**src/rtl/affine_store_arb.sv**
```systemverilog
// Round-robin arbiter and burst sequencer sharing one affine_store weight-streaming unit.
// It turns the store's addr/valid stream into slot-relative RAM write strobes.
// It re-arms the store between bursts and flags protocol errors.
module affine_store_arb #(
  parameter int unsigned NREQ    = 2,
  parameter int unsigned WORDS   = 64,
  parameter int unsigned ADDR_W  = 9,
  parameter int unsigned TIMEOUT = 80
) (
  input  logic              clk,
  input  logic              rst,
  input  logic [NREQ-1:0]   req,
  output logic [NREQ-1:0]   grant,
  output logic [NREQ-1:0]   done,
  output logic              st_load,
  input  logic              st_valid,
  input  logic [8:0]        st_addr,
  output logic              mem_we,
  output logic [ADDR_W-1:0] mem_addr,
  output logic              err
);

  localparam int unsigned IW   = (NREQ > 1) ? $clog2(NREQ) : 1;
  localparam int unsigned AW   = $clog2(WORDS);
  localparam int unsigned CMAX = (TIMEOUT > WORDS) ? TIMEOUT : WORDS;
  localparam int unsigned CW   = $clog2(CMAX + 1);

  localparam logic [1:0] StIdle  = 2'd0;
  localparam logic [1:0] StBurst = 2'd1;
  localparam logic [1:0] StRearm = 2'd2;

  logic [1:0]      state_q, state_d;
  logic [NREQ-1:0] grant_q, grant_d;
  logic [IW-1:0]   idx_q, idx_d;
  logic [IW-1:0]   rr_q, rr_d;
  logic            primed_q, primed_d;
  logic [CW-1:0]   beats_q, beats_d;
  logic [CW-1:0]   cyc_q, cyc_d;
  logic            abort_q, abort_d;
  logic            err_q, err_d;

  logic            pick_found;
  logic [IW-1:0]   pick_idx;
  logic [IW-1:0]   cand;

  // Only the slot-relative low address bits matter; the rest of the store address is ignored.
  logic unused_st_addr;
  assign unused_st_addr = ^st_addr[8:AW];

  // Round-robin pick: first set request at or after rr_q, wrapping.
  always_comb begin
    pick_found = 1'b0;
    pick_idx   = '0;
    cand       = '0;
    for (int i = 0; i < int'(NREQ); i++) begin
      cand = IW'((int'(rr_q) + i) % int'(NREQ));
      if (!pick_found && req[cand]) begin
        pick_found = 1'b1;
        pick_idx   = cand;
      end
    end
  end

  // Outputs decoded from registered state; st_load falls the instant reset asserts.
  always_comb begin
    st_load  = (state_q == StBurst);
    mem_we   = st_load & primed_q & ~st_valid;
    mem_addr = mem_we ? (ADDR_W'(idx_q) * ADDR_W'(WORDS) + ADDR_W'(st_addr[AW-1:0])) : '0;
    done     = (state_q == StRearm && !abort_q) ? grant_q : '0;
    grant    = grant_q;
    err      = err_q;
  end

  // Next-state logic for the IDLE -> BURST -> REARM sequence.
  always_comb begin
    state_d  = state_q;
    grant_d  = grant_q;
    idx_d    = idx_q;
    rr_d     = rr_q;
    primed_d = primed_q;
    beats_d  = beats_q;
    cyc_d    = cyc_q;
    abort_d  = abort_q;
    err_d    = err_q;
    case (state_q)
      StIdle: begin
        if (pick_found) begin
          state_d  = StBurst;
          grant_d  = NREQ'(1) << pick_idx;
          idx_d    = pick_idx;
          primed_d = 1'b0;
          beats_d  = '0;
          cyc_d    = '0;
          abort_d  = 1'b0;
        end
      end
      StBurst: begin
        // The first load edge only initialises the store, so writes start one cycle in.
        primed_d = 1'b1;
        cyc_d    = cyc_q + 1'b1;
        if (mem_we) beats_d = beats_q + 1'b1;
        if (st_valid) begin
          state_d = StRearm;
          if (beats_q != CW'(WORDS)) err_d = 1'b1;
        end else if (!req[idx_q]) begin
          state_d = StRearm;
          abort_d = 1'b1;
        end else if (cyc_q == CW'(TIMEOUT - 1)) begin
          // Watchdog fires in the TIMEOUT-th BURST cycle.
          state_d = StRearm;
          abort_d = 1'b1;
          err_d   = 1'b1;
        end
      end
      StRearm: begin
        state_d  = StIdle;
        grant_d  = '0;
        primed_d = 1'b0;
        beats_d  = '0;
        cyc_d    = '0;
        abort_d  = 1'b0;
        rr_d     = (idx_q == IW'(NREQ - 1)) ? '0 : idx_q + 1'b1;
      end
      default: state_d = StIdle;
    endcase
  end

  // State registers with asynchronous active-high reset.
  always_ff @(posedge clk or posedge rst) begin
    if (rst) begin
      state_q  <= StIdle;
      grant_q  <= '0;
      idx_q    <= '0;
      rr_q     <= '0;
      primed_q <= 1'b0;
      beats_q  <= '0;
      cyc_q    <= '0;
      abort_q  <= 1'b0;
      err_q    <= 1'b0;
    end else begin
      state_q  <= state_d;
      grant_q  <= grant_d;
      idx_q    <= idx_d;
      rr_q     <= rr_d;
      primed_q <= primed_d;
      beats_q  <= beats_d;
      cyc_q    <= cyc_d;
      abort_q  <= abort_d;
      err_q    <= err_d;
    end
  end

endmodule

```
**config.mk**
```make
export PLATFORM = sky130hd
export DESIGN_NAME = affine_store_arb
export DESIGN_NICKNAME = d
export VERILOG_FILES = /design/src/rtl/affine_store_arb.sv
export SDC_FILE = /design/constraint.sdc
export NUM_CORES = 1
export LEC_CHECK = 0
export ABC_AREA = 1
export BUFFER_PORTS_ARGS = -buffer_cell sky130_fd_sc_hd__clkbuf_2
export CAP_MARGIN = 0
export CORE_MARGIN = 8
export CORE_UTILIZATION = 25
export CTS_CLUSTER_SIZE = 25
export DETAILED_ROUTE_END_ITERATION = 8
export PLACE_DENSITY_LB_ADDON = 0.15
export SYNTH_ARGS = -nofsm -noshare
export SYNTH_HDL_FRONTEND = slang
export SYNTH_SLANG_ARGS = --single-unit
```
**constraint.sdc**
```tcl
create_clock -name clk -period 2.9 [get_ports clk]
set_input_delay 0 -clock clk [delete_from_list [all_inputs] [get_ports clk]]
set_output_delay 0 -clock clk [all_outputs]
set_load 0.005 [all_outputs]
```
==> metrics.csv <==
stage;metric;value;unit
power;VDD IR max;281;uV
logic_synthesis;Synth Instances;176;
routing;total number of vias;1097;
setup_path;WP data arrival;1.63;ns
clock_network;clock transition at the registers of the reported paths;0.09;ns
logic_synthesis;Mean Syn Cell Area;7.31;um^2
final_layout;final core occ;30.3;%
clock_network;H-tree Lvls;1;
timing;clock skew;0.000826;ns
clock_network;Clock Sinks;23;
global_routing;largest net degree at the start of global routing;24;
setup_path;Worst Path Required;2.90;ns
clock_network;worst skew pair latency;0.27;ns
clock_network;clock root cell;clkbuf_8;
timing;FMAX;0.615;GHz
global_routing;antenna violations before repair;0;
clock_network;Clock Tree Buf Depth;2;
timing;WHS;0.103;ns
global_routing;first-pass GRT wire length;5300;um
placed_design;DP Cell Count;267;
setup_path;Setup Crit Path Kind;flop to output pin;
routing;TritonRoute pass-1 iters;4;
logic_synthesis;Synth Register Bits;23;
logic_synthesis;leading post-synthesis cells by cell area;dfrtp_1, nand2_1, inv_1, nand3_1, nor2_1;
final_layout;synthesis-to-finish area growth;18.7;%
clock_network;CTS tree;built;
timing;Slew HR;38.7;%
logic_synthesis;synth unique cells;25;
timing;setup violators final;0;
setup_path;crit path capture type;output pin;
logic_synthesis;async set-reset flop share out of synthesis;100;%
routing;DR iter-0 viols;30;
final_layout;Nets;220;
logic_synthesis;Post-Syn Area;1290;um^2
logic_synthesis;Most used DFF post-synth;dfrtp_1;
placed_design;Placed Instance Area;1470;um^2
timing;Final min period;1.63;ns
timing;Fin. Hold Viols;0;
power;leakage;0.842;nW
routing;DR WL/cell;10.7;um
setup_path;Max FO, Critical Path;10;
placed_design;port bufs;24;
routing;post-route DRC violation count;0;
routing;wirelength, routed;2900;um
power;Power Dens Cells;672;nW/um^2
die;FP Rows;26;
logic_synthesis;number of synthesized flops with an enable pin;0;
setup_path;type of origin of the critical path;flop;
clock_network;postcts setup bufs;0;
final_layout;Fill cells;563;
logic_synthesis;top cell type's share of synthesized area;44.7;%
timing;RSZ-0062 raised after global routing;no;
clock_network;CTS Buf Count;3;
final_layout;n_diodes;0;
timing;Slew @ Worst Pin;0.918;ns
final_layout;design area;1530;um^2
global_routing;total gr overflow;0;
final_layout;share of cells above drive strength 1;17.8;%
status;status;complete, no violations;
logic_synthesis;commonest cells in the synthesized netlist;nand2_1, inv_1, dfrtp_1;
routing;Via density;4.03;
placed_design;dpl hpwl;2190;um
die;initial core utilization;25.5;%
die;IO Pins;30;
global_routing;GR Util All Layers;8.55;%
hold_path;worst hold path type;input pin to flop;
flow_run;maxcap violations;0;
placed_design;RePlAce Congestion;0.701;
timing;Final TNS setup;0;ns
global_routing;vias in the first global route;1150;
logic_synthesis;warnings from Yosys;0;
logic_synthesis;most frequent cell after synthesis;nand2_1;
logic_synthesis;register area share after synthesis;44.7;%
routing;antenna-violating nets left;0;
final_layout;post-route non-filler standard cell count;272;
timing;period utilization;56.1;%
die;area of the core;5040;um^2
logic_synthesis;Synth area leader;dfrtp_1;
die;Die W;87.7;um
die;die area;7700;um^2
timing;Slew Viols, Final;0;
die;Die Ht;87.7;um
path summary, 6_finish.rpt:
kind / from / slack (ns) / endpoint / cells past startpoint
min in group asynchronous: rst / 0.46 / cyc_q[1] / 3
worst min register to register: err / 0.47 / err / 2
worst min-delay path: req[1] / 0.10 / idx_q / 5
max in group asynchronous: rst / 1.88 / cyc_q[6] / 3
worst max-delay path: state_q[1] / 1.27 / mem_addr[5] / 6
worst max register to register: state_q[1] / 1.46 / beats_q[2] / 6
sequential cells by signal, summed over array words and instances, names as in the netlist:
signal    count
beats_q       7
grant         2
idx_q         1
err           1
abort_q       1
rr_q          1
primed_q      1
cyc_q         7
state_q       2
routing by layer:
| layer | track usage, % | vias to the layer above | share of wire (%) | wire [um] |
|---|---|---|---|---|
| li1 | - | 587 | - | - |
| met1 | 9.77 | 503 | 47 | 1360 |
| met2 | 15.1 | 5 | 50 | 1450 |
| met3 | 2.63 | 2 | 2.3 | 66 |
| met4 | 1.88 | 0 | 0.93 | 27 |
| met5 | 0 | - | 0 | 0 |
power breakdown:
| part | total [mW] | internal (mW) | switching (mW) | leakage [nW] |
|---|---|---|---|---|
| clock network | 0.207 | 0.0961 | 0.111 | 0.0255 |
| logic | 0.374 | 0.121 | 0.253 | 0.514 |
| registers | 0.445 | 0.393 | 0.0521 | 0.302 |
| total | 1.03 | 0.610 | 0.416 | 0.842 |
metrics by stage:
stage	total power, mW	setup slack [ns]
2_1_floorplan	0.718	1.75
3_3_place_gp	0.838	1.42
3_5_place_dp	0.832	1.47
4_1_cts	1.05	1.23
5_1_grt	1.12	1.08
6_report	1.03	1.27
critical path, cell delays in order (launching register included):
cell and delay, ns:
dfrtp_1 0.38, inv_1 0.07, nand2_2 0.12, nor3_4 0.40, inv_2 0.14, nor2_1 0.11, clkbuf_2 0.12
kinds of logic after synthesis:
| kind of cell | after synthesis | share of synthesized area, % |
|---|---|---|
| buf+inv | 34 | 10.9 |
| flops | 23 | 44.7 |
| fa+ha+maj | 3 | 2.92 |
| simple gates | 100 | 34.0 |
| compound gates | 12 | 5.16 |
| xor+xnor | 3 | 2.04 |
| other cells | 1 | 0.292 |
what timing repair did:
item                      4_1_cts  5_1_grt
hold endpoints to repair       23        0
hold buffers                    1        0
resized for setup               0        0
layout by cell type (no fill, tap or decap), drive strengths merged:
master       netlist  routed
nand2             56      56
inv               30      30
clkbuf             0      27
dfrtp             23      23
nor2              20      20
nand3             16      16
o21ai              7       7
ha                 3       3
nor3               3       3
nand4              2       2
o21bai             2       2
a21oi              2       2
xnor2              2       2
conb               1       2
or2                2       2
o22ai              1       1
nand3b             1       1
xor2               1       1
clkinv             0       1
dlygate4sd3        0       1
final cells by class:
type	count	area [um^2]	share of cell area (%)
sequential	23	576	37.7
clock inverter	1	5.00	0.328
multi-input combinational	120	574	37.6
inverter	30	113	7.38
timing repair buffer	25	130	8.52
tap	70	87.6	5.74
clock buffer	3	41.3	2.70
Power figures use the tool's default switching activity.
